===== src/rtl/seg_scan.sv =====
// rtl/seg_scan.sv - time-multiplexed 7-segment scanner with blanking, brightness PWM and frame strobe
module seg_scan #(
    parameter int NUM_SEG     = 6,
    parameter int CLK_HZ      = 50000000,
    parameter int SCAN_HZ     = 1000,
    parameter int BLANK_CYC   = 16,
    parameter int DIG_ACT_LOW = 1,
    parameter int SEG_ACT_LOW = 0
) (
    input  logic                   clk,
    input  logic                   rst,
    input  logic [8*NUM_SEG-1:0]   seg_in,
    input  logic                   en,
    input  logic [3:0]             bright,
    output logic [NUM_SEG-1:0]     dig_out,
    output logic [7:0]             seg_out,
    output logic                   frame_tick
);

    localparam int DWELL = CLK_HZ / SCAN_HZ;
    localparam int CW    = (DWELL > 1) ? $clog2(DWELL) : 1;
    localparam int IW    = (NUM_SEG > 1) ? $clog2(NUM_SEG) : 1;

    localparam logic [NUM_SEG-1:0] DIG_OFF  = {NUM_SEG{DIG_ACT_LOW != 0}};
    localparam logic [7:0]         SEG_OFF  = {8{SEG_ACT_LOW != 0}};
    localparam logic [CW-1:0]      CNT_LAST = CW'(DWELL - 1);
    localparam logic [IW-1:0]      IDX_LAST = IW'(NUM_SEG - 1);

    logic [CW-1:0]      cnt;
    logic [IW-1:0]      idx;
    logic [7:0]         seg_lat;
    logic [3:0]         bri_lat;

    logic [7:0]         seg_sel;
    logic [NUM_SEG-1:0] onehot;
    logic [7:0]         seg_cur;
    logic [3:0]         bri_cur;
    logic [31:0]        on_cyc;
    logic [31:0]        cnt32;
    logic               cnt_last;
    logic               lit;

    // Select the current digit's pattern and build its one-hot enable
    always_comb begin
        seg_sel = 8'h00;
        onehot  = '0;
        for (int j = 0; j < NUM_SEG; j++) begin
            if (idx == IW'(j)) begin
                seg_sel   = seg_in[j*8 +: 8];
                onehot[j] = 1'b1;
            end
        end
    end

    // Slot window: blank phase, then an on-window scaled by the latched brightness.
    // At cnt==0 the snapshot is being taken, so use the live values that cycle.
    always_comb begin
        cnt_last = (cnt == CNT_LAST);
        seg_cur  = (cnt == '0) ? seg_sel : seg_lat;
        bri_cur  = (cnt == '0) ? bright  : bri_lat;
        on_cyc   = (32'(DWELL - BLANK_CYC) * (32'(bri_cur) + 32'd1)) >> 4;
        cnt32    = 32'(cnt);
        lit      = (cnt32 >= 32'(BLANK_CYC)) && ((cnt32 - 32'(BLANK_CYC)) < on_cyc);
    end

    // Slot counter, digit index, snapshot latches and registered outputs
    always_ff @(posedge clk) begin
        if (rst) begin
            cnt        <= '0;
            idx        <= '0;
            seg_lat    <= 8'h00;
            bri_lat    <= 4'h0;
            dig_out    <= DIG_OFF;
            seg_out    <= SEG_OFF;
            frame_tick <= 1'b0;
        end else if (!en) begin
            cnt        <= '0;
            idx        <= '0;
            dig_out    <= DIG_OFF;
            seg_out    <= SEG_OFF;
            frame_tick <= 1'b0;
        end else begin
            if (cnt == '0) begin
                seg_lat <= seg_sel;
                bri_lat <= bright;
            end
            if (cnt_last) begin
                cnt <= '0;
                idx <= (idx == IDX_LAST) ? '0 : idx + 1'b1;
            end else begin
                cnt <= cnt + 1'b1;
            end
            frame_tick <= cnt_last && (idx == IDX_LAST);
            if (lit) begin
                dig_out <= onehot ^ DIG_OFF;
                seg_out <= seg_cur ^ SEG_OFF;
            end else begin
                dig_out <= DIG_OFF;
                seg_out <= SEG_OFF;
            end
        end
    end

endmodule

===== config.mk =====
export PLATFORM = sky130hd
export DESIGN_NAME = seg_scan
export DESIGN_NICKNAME = d
export VERILOG_FILES = /design/src/rtl/seg_scan.sv
export SDC_FILE = /design/constraint.sdc
export NUM_CORES = 1
export LEC_CHECK = 0
export CAP_MARGIN = 20
export CORE_MARGIN = 10
export CORE_UTILIZATION = 65
export DETAILED_ROUTE_END_ITERATION = 7
export DONT_BUFFER_PORTS = 1
export HOLD_SLACK_MARGIN = 0.05
export PLACE_DENSITY_LB_ADDON = 0.2
export SYNTH_ARGS = -nofsm -noshare
export SYNTH_HDL_FRONTEND = slang
export SYNTH_SLANG_ARGS = --single-unit

===== constraint.sdc =====
create_clock -name clk -period 8.32 [get_ports clk]
set_clock_uncertainty 0.15 [all_clocks]
set_input_delay 1.664 -clock clk [delete_from_list [all_inputs] [get_ports clk]]
set_output_delay 1.664 -clock clk [all_outputs]
set_load 0.03 [all_outputs]

==> results of run 1 <==
[worst max path at each step]
stage	end	cells after the start	slack [ps]
2_1_floorplan	seg_out[0]	23	1800
3_3_place_gp	seg_out[4]	28	1340
3_5_place_dp	seg_out[0]	28	1040
4_1_cts	seg_out[0]	28	980
5_1_grt	seg_out[0]	27	400
6_report	seg_out[0]	28	890
[routing by layer]
| layer | share of wire [%] | vias to the layer above |
|---|---|---|
| met5 | 0 | - |
| met2 | 48 | 100 |
| met3 | 9.0 | 9 |
| li1 | - | 1556 |
| met4 | 1.1 | 0 |
| met1 | 42 | 1475 |
[report_power, final]
| group | switching, uW | total, uW | internal (uW) | leakage [uW] |
|---|---|---|---|---|
| Sequential | 3.53 | 229 | 225 | 0.000374 |
| Combinational | 139 | 249 | 110 | 0.00108 |
| Clock | 76.3 | 173 | 96.2 | 0.0000573 |
[area by class of cell]
class | count | area (um2) | share of cell area (%)
clock buffer | 6 | 82.6 | 2.20
timing repair buffer | 2 | 15.0 | 0.400
sequential | 46 | 921 | 24.5
tap | 72 | 90.1 | 2.40
multi-input combinational | 347 | 2520 | 67.1
clock inverter | 1 | 30.0 | 0.801
inverter | 25 | 93.8 | 2.50
[worst max-delay path: cells and delay by family (launching register included)]
kind            cells  cell delay [ps]
compound gates      7             1650
xor+xnor            1              380
fa+ha+maj           7             1930
buf+inv             5              790
flops               1              350
mux                 1              200
simple gates        7             1810
[registers in the layout (all words and copies together), names as in the netlist]
name        cells
frame_tick      1
dig_out         6
idx             3
cnt            16
seg_out         8
bri_lat         4
seg_lat         8
[stage by stage]
| stage | utilization, % | power (uW) | hold WS [ps] | instance area [um2] |
|---|---|---|---|---|
| finish | 68.5 | 650 | 346 | 3750 |
| global route | 68.5 | 690 | 369 | 3750 |
| CTS | 68.5 | 649 | 349 | 3750 |
| detailed placement | 66.5 | 480 | 327 | 3640 |
| global placement | 66.5 | 468 | 302 | 3640 |
| floorplan | - | 426 | 299 | 3620 |
[cells in the final DEF (no fill, tap or decap), types with 4 or more instances in the layout]
cell	count
o2bb2ai_1	8
or2_2	4
nand2_1	32
xnor2_1	23
clkbuf_8	6
nor3_1	9
dfxtp_1	46
xor2_1	8
mux2i_1	20
o21ai_0	14
a221oi_1	7
nor2_1	54
a211oi_1	11
nand2b_1	5
nor4_1	4
nand3_1	10
or3_1	4
a21oi_1	28
o22ai_1	8
inv_1	24
ha_1	46
nand4_1	8
[logic make-up (layout without fill, tap and decap cells)]
logic type                 Yosys count  count (layout)  synth area share [%]
and+or+nand+nor                    149             149                  20.7
adders and majority gates           47              47                  16.4
xor gates and xnor gates            31              31                  7.49
DFF                                 46              46                  25.4
muxes                               22              22                  6.25
buffers and inverters               48              34                  5.11
AOI/OAI and AO/OA                   98              98                  18.6
==> out/results.tsv, run 1 <==
stage	metric	value	unit
sta	fin_crit	7430	ps
route	dr.pass1.iters	4	
grt	gr-usage-met1	21.9	%
route	avgRoutedWirePerCell	17.8	um
die	die_area	8960	um2
critical_path	crit_path_max_fanout	14	
critical_path	critPathMostFrequentCell	ha_1	
sta	fmax	135	MHz
clock_network	cts_max_level	2	
yosys	synth.area.top_cells	dfxtp_1 (25%), ha_1 (16%), nor2_1 (5.6%)	
yosys	synth_edf_count	0	
sta	setup-violations-final	0	
yosys	synth_top_area_share	25.4	%
grt	busiest_layer	met2	
sta	finalMaxSlewViolations	0	
clock_network	holdBufCountCts	0	
critical_path	r2r-start	cnt[4]	
min_path	hold_path_class	reg -> reg	
yosys	syn-instance-count	441	
place	pre_cts_ws	1040	ps
grt	antenna_found_initial	0	
critical_path	critPathKind	reg -> reg	
sta	layout_setup_ws	889	ps
clock_network	clkSinkCount	46	
grt	grt.overflow.total	0	
clock_network	ctsResizeCount	0	
layout	nets	529	
layout	n_antenna_cell	0	
die	num_io_pins	70	
sta	finalCritPeriodShare	89.3	%
yosys	synth_area	3620	um2
grt	met2_usage	33.3	%
grt	grt_max_degree	18	
power_and_ir_drop	worst_ir_drop_vdd	98.3	uV
critical_path	crit_start	cnt[4]	
critical_path	reg2reg_depth	28	
die	rows	27	
layout	final_cells	499	
min_path	min_to	seg_lat[7]	
clock_network	clockBufferDepth	2	
grt	grtUsageMet3	5.79	%
critical_path	cp-start-kind	flop	
die	initial_core_util	66.2	%
yosys	seq_area_frac_synth	25.4	%
yosys	synth-main-ff-cell	dfxtp_1	
yosys	synth_warnings	0	
yosys	syn_nets	543	
yosys	synthTopCellsByCount	nor2_1 (54), dfxtp_1 (46), ha_1 (46)	
min_path	hold_start	seg_lat[7]	
clock_network	tritoncts	done	
yosys	yosys_register_bits	46	
critical_path	reg2reg_to	seg_out[0]	
yosys	post-synth-top-count-cell	nor2_1	
sta	slew-limit-headroom	35.2	%
yosys	yosysUniqueCellTypes	56	
sta	tightest_slew	969	ps
sta	rsz0062_at_grt	false	
layout	area_growth	3.49	%
power_and_ir_drop	leakage	0.00151	uW
clock_network	cts_setup_buffers	0	
place	globalplace.congestion	0.885	
yosys	yosysTopAreaCell	dfxtp_1	
place	portBuffers	0	
route	wl	8.86	mm
place	dp.cells	492	
clock_network	numCtsBuffers	5	
route	avgViaCountPerCell	6.29	
critical_path	crit_arrival	7440	ps
sta	setup-tns-final	0	ps
route	ant_nets	0	
route	drt_iter0_drc	164	
grt	grt_usage	19.0	%
job	cap_violations	0	
sta	hold_viol_final	0	
min_path	worstHoldPathCells	2	
yosys	avgSynthCellArea	8.22	um2
layout	drive_above_1_share	5.15	%
critical_path	critPathCaptureType	flop	
critical_path	cp_slowest_stage_delay	590	ps
route	via_count	3140	
grt	first_global_vias	2941	
critical_path	required	8330	ps
place	dpl.hpwl	7.09	mm
route	drc_errors	0	
grt	grt_pass1_wl	13.9	mm
critical_path	critPathSlowestCell	a31oi_1	
clock_network	clk_latency	300	ps
die	chipWidth	94.7	um
clock_network	clk_pin_slew_worst_paths	90	ps
yosys	async_reset_ff_share	0	%
power_and_ir_drop	power.density	173	nW/um2
critical_path	r2r_slack	890	ps
die	core	5470	um2
run_status	status	completed	
layout	fillers	472	
die	die_h	94.7	um
clock_network	clock-root-buffer	clkbuf_8	
No activity file was read; power rests on OpenSTA's default activity.
==> inputs of run 2 (changes only) <==
CORE_UTILIZATION = 53   (was 65)
DONT_BUFFER_PORTS = default   (was 1)
GPL_ROUTABILITY_DRIVEN = 0   (was default)
==> run 2 against run 1 <==
Compared with the run above: global-route usage is 1.3 points lower; critical path depth fell by 4; sequential power about the same; wire length up 6.6%; die area is 18% higher; sequential share of layout area decreased by 3.8 points.
==> out/results.tsv, run 2 (synthesized netlist as in run 1, its figures left out) <==
stage	metric	value	unit	change
critical_path	critPathKind	in -> reg		
layout	multi_input_area	2520	um2	unchanged
power_and_ir_drop	p_sw_share	35.3	%	+1.7 points
layout	n_antenna_cell	0		unchanged
min_path	worstHoldPathCells	2		unchanged
grt	grt_max_degree	22		+4
critical_path	r2r_slack	1280	ps	+390 ps
grt	gr-usage-met1	21.5	%	-0.42 points
critical_path	cp-start-kind	input pin		
sta	rsz0062_at_grt	false		
power_and_ir_drop	worst_ir_drop_vdd	98.3	uV	about the same
sta	slew-limit-headroom	29.2	%	-5.9 points
route	ant_nets	0		unchanged
min_path	min_to	seg_lat[7]		
layout	final_cells	578		+16%
die	die_h	103	um	+8.5%
clock_network	clk_latency	300	ps	about the same
clock_network	tritoncts	done		
place	portBuffers	69		+69
critical_path	required	8340	ps	about the same
power_and_ir_drop	p_seq_share	35.4	%	+0.2 points
sta	finalMaxSlewViolations	0		unchanged
grt	antenna_found_initial	0		unchanged
place	dpl.hpwl	7.58	mm	+6.9%
power_and_ir_drop	leakage	0.00177	uW	+17%
die	core	6720	um2	+23%
sta	fin_crit	7110	ps	-319 ps
place	dpl_cell_area	4340	um2	+19%
clock_network	holdBufCountCts	0		unchanged
job	cap_violations	0		unchanged
route	wl	9.45	mm	+6.6%
sta	setup-tns-final	0	ps	unchanged
sta	setup-violations-final	0		unchanged
layout	final_cell_mix	clkdlybuf4s50_1 (69), nor2_1 (54), ha_1 (46), dfxtp_1 (46), nand2_1 (32)		
critical_path	r2r-start	cnt[4]		
power_and_ir_drop	switchingPower	228	uW	+4.3%
clock_network	clockBufferDepth	2		unchanged
place	dp.cells	569		+16%
route	avgRoutedWirePerCell	16.4	um	-7.9%
route	avgViaCountPerCell	5.81		-7.7%
sta	tightest_slew	1060	ps	+88.8 ps
clock_network	numCtsBuffers	5		unchanged
grt	busiest_layer	met2		
layout	final_area	4440	um2	+18%
route	drc_errors	0		unchanged
route	drt_iter0_drc	107		-35%
critical_path	reg2reg_depth	28		unchanged
layout	drive_above_1_share	4.82	%	-0.33 points
power_and_ir_drop	comb_power_share	42.8	%	+4.5 points
critical_path	crit_path_max_fanout	14		unchanged
power_and_ir_drop	power.density	145	nW/um2	-16%
sta	fmax	141	MHz	+4.5%
layout	largest_reg_flops	16		unchanged
clock_network	ctsResizeCount	0		unchanged
grt	first_global_vias	3233		+9.9%
layout	fillers	592		+25%
power_and_ir_drop	power.clock.fraction	21.8	%	-4.7 points
clock_network	cts_max_level	2		unchanged
layout	largest-register	cnt		
grt	grt_usage	17.7	%	-1.3 points
layout	area_growth	22.5	%	
clock_network	clk_pin_slew_worst_paths	100	ps	about the same
min_path	hold_start	seg_lat[7]		
run_status	status	completed		
grt	grtUsageMet3	4.42	%	-1.4 points
sta	layout_setup_ws	1210	ps	+319 ps
die	chipWidth	103	um	+8.5%
die	rows	30		+11%
die	die_area	10500	um2	+18%
layout	nets	599		+13%
grt	grt_pass1_wl	15.2	mm	+9.7%
critical_path	critPathCaptureType	flop		
route	via_count	3356		+6.9%
grt	grt.overflow.total	0		unchanged
clock_network	cts_setup_buffers	0		unchanged
sta	holdWs	346	ps	-0.555 ps
layout	largestRegisters	cnt (16), seg_lat (8), seg_out (8)		
clock_network	clkSinkCount	46		unchanged
die	num_io_pins	70		unchanged
route	dr.pass1.iters	5		+1
layout	final_common_cell	clkdlybuf4s50_1		
grt	met2_usage	30.9	%	-2.4 points
min_path	hold_path_class	reg -> reg		
layout	seqCellArea	921	um2	unchanged
place	pre_cts_ws	928	ps	-107 ps
die	initial_core_util	53.9	%	-12 points
critical_path	reg2reg_to	seg_out[3]		
sta	finalCritPeriodShare	85.5	%	-3.8 points
power_and_ir_drop	p_int	418	uW	-3.1%
clock_network	clock-root-buffer	clkbuf_8		
critical_path	crit_arrival	7140	ps	-300 ps
sta	hold_viol_final	0		unchanged
run 2: cell count changes in the layout (fill, tap and decap cells not counted), sizes merged:
cell,change
buf,+1
bufinv,-1
clkbuf,-1
clkdlybuf4s50,+69
clkinvlp,+2
inv,+1
run 2: cell type report:
type                       count  share of cell area, %
clock buffer                   5                   1.55
multi-input combinational    347                   56.7
inverter                      25                   2.11
clock inverter                 3                  0.536
sequential                    46                   20.7
timing repair buffer          72                   16.1
tap                           80                   2.25
run 2: worst max-delay path by stage:
stage	cells past startpoint	endpoint	from
floorplan	23	seg_out[0]	bright[0]
global placement	24	seg_out[1]	bright[0]
detailed placement	24	seg_out[3]	bright[0]
CTS	24	seg_out[3]	bright[0]
global route	27	seg_out[3]	cnt[4]
finish	24	seg_out[3]	bright[0]
run 2: per-layer routing:
metal | part of all wire, % | routed length (um)
met1 | 46 | 4370
met2 | 46 | 4370
met3 | 6.8 | 642
met4 | 0.76 | 72
met5 | 0 | 0
run 2: metrics by stage:
step	utilization, %	total power [uW]
after floorplan	-	426
after global placement	64.6	495
after detailed placement	64.6	508
after CTS	66.0	648
after global routing	66.1	696
final	66.1	646
run 2: power by group through the flow:
stage / Combinational [uW] / Clock (uW) / Sequential (uW)
finish: 276 / 141 / 228
floorplan: 193 / 0 / 233
CTS: 277 / 143 / 228
global route: 313 / 153 / 229
detailed placement: 275 / 0 / 234
global placement: 262 / 0 / 233
run 2: critical path, cell delays in order:
cell             delay, ps
clkdlybuf4s50_1        420
mux2i_1                140
buf_4                  230
inv_1                   60
ha_1                   220
xnor2_1                370
ha_1                   310
ha_1                   270
ha_1                   300
inv_1                   60
fa_1                   450
nor2b_1                120
o21ai_0                100
a21oi_1                200
o211ai_1               140
and4b_1                230
nor4_1                 280
ha_1                   170
nand3_1                100
nor3_1                 200
o311ai_0               170
o211a_1                250
a31oi_1                520
a21oi_1                150
==> inputs of run 3 (changes only) <==
SLEW_MARGIN = 20   (was default)
==> run 3 against run 2 <==
Compared with the run above: utilization is 0.074 points lower; via count did not move; worst setup slack got worse by 12 ps; final cell count shrank 0.17%; register-to-register slack worse by 20 ps; hold slack worse by 2.4 ps; fmax is 0.17% lower; wire length decreased by 0.25%; critical endpoint unchanged.
==> out/results.tsv, run 3 (synthesized netlist as in run 1, its figures left out) <==
stage	metric	value	unit	change
run_status	status	completed		
die	die_area	10500	um2	unchanged
route	via_count	3356		unchanged
clock_network	clk_pin_slew_worst_paths	90	ps	about the same
grt	first_global_vias	3233		unchanged
die	die_h	103	um	unchanged
clock_network	clockBufferDepth	2		unchanged
sta	hold_viol_final	0		unchanged
critical_path	reg2reg_to	seg_out[3]		
critical_path	critPathSlowestCell	a31oi_1		
sta	rsz0062_at_grt	false		
route	wl	9.43	mm	-0.25%
clock_network	numCtsBuffers	5		unchanged
sta	finalMaxSlewViolations	0		unchanged
critical_path	cp-endpoint	seg_out[3]		
critical_path	reg2reg_depth	28		unchanged
layout	final_common_cell	clkdlybuf4s50_1		
clock_network	clk_latency	300	ps	about the same
sta	fin_crit	7120	ps	+12.1 ps
clock_network	cts_max_level	2		unchanged
critical_path	r2r_slack	1260	ps	-20 ps
clock_network	clock-root-buffer	clkbuf_8		
layout	n_antenna_cell	0		unchanged
power_and_ir_drop	power.density	146	nW/um2	+0.18%
critical_path	crit_arrival	7150	ps	about the same
clock_network	holdBufCountCts	0		unchanged
die	initial_core_util	53.9	%	unchanged
sta	holdWs	343	ps	-2.38 ps
die	chipWidth	103	um	unchanged
route	avgViaCountPerCell	5.82		+0.17%
critical_path	crit_start	bright[0]		
layout	largestRegisters	cnt (16), seg_lat (8), seg_out (8)		
route	dr.pass1.iters	5		unchanged
critical_path	path_delay_family	adder cells		
sta	layout_setup_ws	1200	ps	-12.0 ps
route	avgRoutedWirePerCell	16.3	um	about the same
layout	drive_above_1_share	4.83	%	+0.0097 points
critical_path	critPathKind	in -> reg		
critical_path	cp.depth	24		unchanged
min_path	hold_start	seg_lat[7]		
critical_path	critPathMostFrequentCell	ha_1		
critical_path	crit_chain	clkdlybuf4s50_1 -> mux2i_1 -> buf_4 -> inv_1 -> ha_1 -> xnor2_1 -> ha_1 -> ha_1 -> ha_1 -> inv_1 -> fa_1 -> nor2b_1 -> o21ai_0 -> a21oi_1 -> o211ai_1 -> and4b_1 -> nor4_1 -> ha_1 -> nand3_1 -> nor3_1 -> o311ai_0 -> o211a_1 -> a31oi_1 -> a21oi_1		
grt	antenna_found_initial	0		unchanged
clock_network	cts_setup_buffers	0		unchanged
grt	grt_usage	17.7	%	unchanged
clock_network	clkSinkCount	46		unchanged
critical_path	crit_buf_inv	4		unchanged
critical_path	r2r-start	cnt[4]		
min_path	worstHoldPathCells	2		unchanged
place	dpl.hpwl	7.58	mm	unchanged
layout	final_cell_mix	clkdlybuf4s50_1 (69), nor2_1 (53), ha_1 (46), dfxtp_1 (46), nand2_1 (32)		
clock_network	tritoncts	done		
sta	finalCritPeriodShare	85.6	%	+0.14 points
place	portBuffers	69		unchanged
die	rows	30		unchanged
sta	fmax	140	MHz	-0.17%
min_path	hold_path_class	reg -> reg		
layout	area_growth	22.3	%	
layout	nets	598		-0.17%
critical_path	cp-start-kind	input pin		
layout	largest-register	cnt		
sta	slew-limit-headroom	29.6	%	+0.37 points
grt	grt_max_degree	22		unchanged
grt	grt.overflow.total	0		unchanged
critical_path	cp_slowest_stage_delay	520	ps	about the same
grt	grt_pass1_wl	15.2	mm	unchanged
critical_path	critPathCaptureType	flop		
route	drc_errors	0		unchanged
die	num_io_pins	70		unchanged
place	pre_cts_ws	928	ps	unchanged
die	core	6720	um2	unchanged
route	ant_nets	0		unchanged
power_and_ir_drop	leakage	0.00176	uW	-0.31%
sta	tightest_slew	1050	ps	-5.55 ps
critical_path	crit_path_max_fanout	14		unchanged
layout	largest_reg_flops	16		unchanged
power_and_ir_drop	worst_ir_drop_vdd	98.1	uV	-0.24%
sta	setup-violations-final	0		unchanged
clock_network	ctsResizeCount	0		unchanged
job	cap_violations	0		unchanged
sta	setup-tns-final	0	ps	unchanged
route	drt_iter0_drc	105		-1.9%
critical_path	required	8340	ps	about the same
## run 3: changes by cell type in the layout (fill, tap and decap cells not counted), sizes merged
cell,change
buf,-1
## run 3: routing by layer
layer	track usage, %	wire (um)	vias to the layer above
li1	-	-	1698
met1	21.5	4310	1558
met2	30.9	4380	93
met3	4.42	664	7
met4	3.04	74	0
met5	0	0	-
## run 3: tightest hold or removal path, stage by stage, from the launching register on
cell and delay, ps:
dfxtp_1 320, o21ai_0 70, a21oi_1 60
## run 3: power by group
part	total (uW)	switching (uW)	internal (uW)
registers	228	3.17	225
clock network	141	80.7	60.1
logic	277	144	133
total	646	228	418
## run 3: cell type report
class	instances	area, um2
multi-input cells	347	2520
fillers	591	2280
inverters	25	93.8
flip-flops and latches	46	921
repair buffers	71	706
clock buffers	5	68.8
clock inverters	3	23.8
well taps	80	100
## run 3: through the flow
step,cell area [um2],util [%],cells,power [uW]
finish,4430,66.0,577,646
global route,4430,66.0,577,696
CTS,4430,66.0,577,648
detailed placement,4340,64.6,569,508
global placement,4340,64.6,569,495
floorplan,3620,-,441,426
## run 3: worst min path at each step
stage / end / slack [ps]
6_report: seg_lat[7] / 340
4_1_cts: bri_lat[2] / 340
5_1_grt: seg_lat[6] / 380
3_5_place_dp: bri_lat[2] / 330
3_3_place_gp: seg_lat[7] / 310
2_1_floorplan: seg_lat[7] / 300
==> edit 1, RTL diff (settings of run 1) <==
Set the parameter `NUM_SEG` to 7 (it was 6).
--- a/src/rtl/seg_scan.sv
+++ b/src/rtl/seg_scan.sv
@@ -1,6 +1,6 @@
 // rtl/seg_scan.sv - time-multiplexed 7-segment scanner with blanking, brightness PWM and frame strobe
 module seg_scan #(
-    parameter int NUM_SEG     = 6,
+    parameter int NUM_SEG     = 7,
     parameter int CLK_HZ      = 50000000,
     parameter int SCAN_HZ     = 1000,
     parameter int BLANK_CYC   = 16,
Interface: changed (resized dig_out and seg_in); port bits go from 70 to 79. The function was not compared with the original's and may differ.
==> edit 1 against run 1 <==
- utilization grew 0.75 points
- critical path depth shrank 2
- clock power shrank 19%
- largest cell class unchanged
- synthesized area grew 4.4%
- routed wire length grew 4.2%
- worst setup slack gained 0.29 ns
- highest routed layer unchanged
- sequential cell count grew 1
- power shrank 8.4%
- sequential share of layout area shrank 0.19 points
- cell area grew 3.0%
- global-route usage grew 0.51 points
- critical path type unchanged
- die area grew 3.5%
==> edit 1: results (changes against run 1) <==
stage,metric,value,unit,change
status,status,"finished, final reports clean",,
sta,tightestPinTransition,0.8979,ns,-0.07075 ns
hold_path,min_to,bri_lat[3]$_SDFFE_PP0P_,,
worst_setup_path,crit_path_max_incr_delay,0.67,ns,+0.08 ns
finish,finalNonFillerCells,515,,+3.2%
synth,synth-xor-area-share,0.07870,,+0.003799
synth,synthMuxAreaShare,0.05622,,-0.006261
detailed_routing,vias,3258,,+3.8%
placement,place_congestion,0.9129,,+3.2%
global_route,grt_max_degree,36,,+18
pwr,p_leak,1.489,nW,-1.5%
sta,setup_slack,1.181,ns,+0.2924 ns
synth,netlist_top_cells_count,"dfxtp_1, nor2_1, ha_1, a21oi_1, nand2_1",,
detailed_routing,drt-pass1-iter-count,5,,+1
detailed_routing,wl_per_cell,17.93,µm,+0.94%
global_route,grt_pass1_vias,3100,,+5.4%
synth,synth_adder_area_share,0.1574,,-0.006900
placement,hpwl,7.296,mm,+3.0%
worst_setup_path,crit_slowest_cell,or3_1,,
synth,synth_seq_area_share,0.2487,,-0.005379
detailed_routing,met3_length,853,µm,+6.8%
global_route,grtUsageMet3,0.04125,,-0.01665
placement,placed_cell_area,3775,µm²,+3.7%
global_route,met2_usage,0.3358,,+0.002810
synth,synth_area_leaders,"dfxtp_1, ha_1, nor2_1, xor2_1, xnor2_1",,
placement,dp_cells,508,,+3.3%
worst_setup_path,worstReg2RegStart,cnt[5]$_SDFF_PP0_,,
global_route,grt_usage,0.1946,,+0.005098
worst_setup_path,r2r_cells,26,,-7.1%
hold_path,worstHoldStart,bri_lat[3]$_SDFFE_PP0P_,,
global_route,grt_pass1_wl,14.67,mm,+5.5%
synth,syn_nets,571,,+5.2%
worst_setup_path,critical_path.top_delay_family,simple AND/OR/NAND/NOR gates,,
global_route,met1_usage,0.2337,,+0.01431
pwr,ir_worst_vdd,0.1638,mV,+67%
finish,fillCellCount,486,,+3.0%
detailed_routing,dr_wl_met2,4.305,mm,+1.0%
synth,synth.avg_cell_area,8.207,µm²,-0.14%
synth,synth_compound_area_frac,0.1653,,-0.02037
detailed_routing,wl_met1,3.894,mm,+5.2%
worst_setup_path,crit_path_max_fanout,19,,+5
==> edit 1: cell count changes after synthesis, sizes merged, moves of 5 or more <==
cell    before  now
mux2i       20   10
nor2        54   47
nor2b        3    8
nand3       10   21
mux2         2   10
nor3         9   19
xnor2       23   16
xor2         8   18
a221oi       7    0
nand2       32   24
inv         24   18
==> edit 1: layout make-up <==
cell class / instances / area (µm²) / share of cell area
multi-input combinational: 367 / 2646 / 0.6851
sequential: 47 / 940.9 / 0.2436
tap: 72 / 90.09 / 0.02332
clock buffer: 6 / 82.58 / 0.02138
inverter: 18 / 67.56 / 0.01749
timing repair buffer: 4 / 30.03 / 0.007775
clock inverter: 1 / 5.005 / 0.001296
==> edit 1: report_power, final <==
group	leakage [nW]	total [mW]	switching (mW)	internal [mW]
Clock	0.0470	0.140	0.0744	0.0654
Combinational	1.06	0.223	0.125	0.0981
Sequential	0.382	0.232	0.00287	0.230
Total	1.49	0.596	0.202	0.393
==> edit 2, RTL diff (flow settings as in run 1) <==
Without the edit above. Register the output `seg_out` once more, cleared by the reset; this adds one clock of latency there. The other outputs are not delayed to match.
--- a/src/rtl/seg_scan.sv
+++ b/src/rtl/seg_scan.sv
@@ -25,6 +25,8 @@
     localparam logic [7:0]         SEG_OFF  = {8{SEG_ACT_LOW != 0}};
     localparam logic [CW-1:0]      CNT_LAST = CW'(DWELL - 1);
     localparam logic [IW-1:0]      IDX_LAST = IW'(NUM_SEG - 1);
+
+    logic [7:0] seg_s0;
 
     logic [CW-1:0]      cnt;
     logic [IW-1:0]      idx;
@@ -71,13 +73,13 @@
             seg_lat    <= 8'h00;
             bri_lat    <= 4'h0;
             dig_out    <= DIG_OFF;
-            seg_out    <= SEG_OFF;
+            seg_s0     <= SEG_OFF;
             frame_tick <= 1'b0;
         end else if (!en) begin
             cnt        <= '0;
             idx        <= '0;
             dig_out    <= DIG_OFF;
-            seg_out    <= SEG_OFF;
+            seg_s0     <= SEG_OFF;
             frame_tick <= 1'b0;
         end else begin
             if (cnt == '0) begin
@@ -93,12 +95,20 @@
             frame_tick <= cnt_last && (idx == IDX_LAST);
             if (lit) begin
                 dig_out <= onehot ^ DIG_OFF;
-                seg_out <= seg_cur ^ SEG_OFF;
+                seg_s0 <= seg_cur ^ SEG_OFF;
             end else begin
                 dig_out <= DIG_OFF;
-                seg_out <= SEG_OFF;
+                seg_s0 <= SEG_OFF;
             end
         end
     end
 
+    always_ff @(posedge clk) begin
+        if (rst) begin
+            seg_out <= '0;
+        end else begin
+            seg_out <= seg_s0;
+        end
+    end
+
 endmodule
Function: same outputs for any inputs over 10 cycles, from zero or initial values and one cycle with rst high; that may be too few to reach the edited logic, so the function may still have changed.
==> edit 2 against run 1 <==
- maximum frequency down 2.3%
- critical path depth down 1
- cell area up 1.5%
- power down 3.3%
- worst setup slack worse by 0.17 ns
- synthesized area up 2.0%
- first-iteration DRC count down 10%
- routed wire length down 6.0%
- sequential cell count up 8
- synthesized cell count down 1.4%
- highest routed layer unchanged
==> edit 2: results (changes against run 1) <==
stage,metric,value,unit,change
status,status,"finished, final reports clean",,
placement,hpwl,6.715,mm,-5.2%
hold_path,worstHoldStart,seg_s0[1]$_SDFF_PP0_,,
worst_setup_path,worstPathArrival,7.65,ns,+0.21 ns
finish,drive_gt1_frac,0.07092,,+0.01940
global_route,grt_pass1_wl,13.32,mm,-4.2%
worst_setup_path,cp-startpoint,cnt[7]$_SDFF_PP0_,,
global_route,grt_usage,0.1772,,-0.01226
global_route,grt_pass1_vias,2866,,-2.6%
synth,synth_area_leaders,"dfxtp_1, ha_1, nor2_1, xnor2_1, mux2i_1",,
finish,fin_nets,524,,-0.95%
detailed_routing,dr.first_iter.drc_count,147,,-10%
placement,place_congestion,0.9308,,+5.2%
finish,regMostFlops,cnt,,
worst_setup_path,crit_path_max_fanout,13,,-1
detailed_routing,vias,2979,,-5.1%
clocking,post_cts_resize_count,0,,unchanged
clocking,root_buffer,clkbuf_8,,
synth,synth_seq_area_share,0.2925,,+0.03843
pwr,p_leak,1.604,nW,+6.1%
finish,fillCellCount,452,,-4.2%
worst_setup_path,r2r-end,dig_out[2]$_SDFF_PP1_,,
clocking,clkSlewWorstSetupHoldPaths,0.10,ns,
worst_setup_path,crit_slowest_cell,or4_4,,
detailed_routing,wl_per_cell,16.84,µm,-5.2%
placement,placed_cell_area,3711,µm²,+2.0%
global_route,grt_max_degree,27,,+9
finish,largest_reg_flops,16,,unchanged
worst_setup_path,worstReg2RegStart,cnt[7]$_SDFF_PP0_,,
synth,ys.flop_type,dfxtp_1,,
hold_path,whs_path_depth,1,,-1
worst_setup_path,r2r_cells,27,,-3.6%
synth,yosysUniqueCellTypes,50,,-11%
synth,ys_warn_count,0,,unchanged
detailed_routing,drt-pass1-iter-count,4,,unchanged
pwr,ir_worst_vdd,0.1096,mV,+11%
worst_setup_path,reg2reg_slack,0.72,ns,-0.17 ns
sta,tightestPinTransition,0.9771,ns,+0.008417 ns
worst_setup_path,critical_path.top_delay_family,simple AND/OR/NAND/NOR gates,,
synth,syn_nets,537,,-1.1%
hold_path,min_to,seg_out[1]$_SDFF_PP0_,,
synth,netlist_top_cells_count,"nor2_1, dfxtp_1, ha_1, a21oi_1, o21ai_0",,
## edit 2: cell count changes in the layout (fill, tap and decap cells not counted), moves of 5 or more
cell	delta
o2bb2ai_1	-7
nor2_1	+8
xor2_1	+8
nand2_1	-14
a221oi_1	-7
o22ai_1	-8
o21ai_0	+10
nor2b_1	+8
dfxtp_1	+8
a2bb2oi_1	+8
mux2i_1	-5
xnor2_1	-5
mux2_2	+7
## edit 2: kinds of logic (layout without fill, tap and decap cells)
logic type / after synthesis / after routing / share of synthesized area
DFF: 54 / 54 / 0.2925
muxes: 24 / 24 / 0.06906
xor gates and xnor gates: 35 / 35 / 0.08497
AOI/OAI and AO/OA: 87 / 87 / 0.1486
adders and majority gates: 47 / 47 / 0.1611
buffers and inverters: 45 / 33 / 0.04874
and+or+nand+nor: 143 / 143 / 0.1950
## edit 2: worst max path at each step
stage / endpoint / slack (ns) / cells after the start
finish: dig_out[2]$_SDFF_PP1_ / 0.72 / 27
global route: dig_out[2]$_SDFF_PP1_ / 0.03 / 26
CTS: dig_out[2]$_SDFF_PP1_ / 0.70 / 26
detailed placement: dig_out[2]$_SDFF_PP1_ / 0.62 / 23
global placement: dig_out[2]$_SDFF_PP1_ / 0.97 / 24
floorplan: dig_out[0]$_SDFF_PP1_ / 0.92 / 24
## edit 2: area by class of cell
class | instances | area (µm²) | share of cell area
clock inverter | 3 | 28.78 | 0.007556
multi-input combinational | 336 | 2435 | 0.6393
sequential | 54 | 1081 | 0.2838
tap | 72 | 90.09 | 0.02365
timing repair buffer | 3 | 22.52 | 0.005913
clock buffer | 5 | 68.82 | 0.01807
inverter | 22 | 82.58 | 0.02168
## edit 2: through the flow
| step | util | setup slack (ns) | total power [mW] | cells | hold WS [ns] |
|---|---|---|---|---|---|
| after detailed placement | 0.6739 | 0.6247 | 0.4796 | 487 | 0.2764 |
| after global placement | 0.6739 | 0.9650 | 0.4666 | 487 | 0.2664 |
| after CTS | 0.6917 | 0.7028 | 0.6323 | 495 | 0.2957 |
| after global routing | 0.6917 | 0.03401 | 0.6747 | 495 | 0.3074 |
| after floorplan | - | 0.9205 | 0.4304 | 435 | 0.2638 |
| final | 0.6917 | 0.7158 | 0.6286 | 495 | 0.2937 |
## edit 2: power by group
group / switching [mW] / internal, mW
Combinational: 0.117 / 0.0914
Clock: 0.0915 / 0.0631
Sequential: 0.00257 / 0.263
## edit 2: metal layers
layer	routed length (µm)	vias to the layer above	GRT usage	share of wire
met5	0	-	0	0
li1	-	1493	-	-
met3	558	10	0.05027	0.067
met2	4007	73	0.3028	0.48
met1	3679	1403	0.2165	0.44
met4	89	0	0.03931	0.011
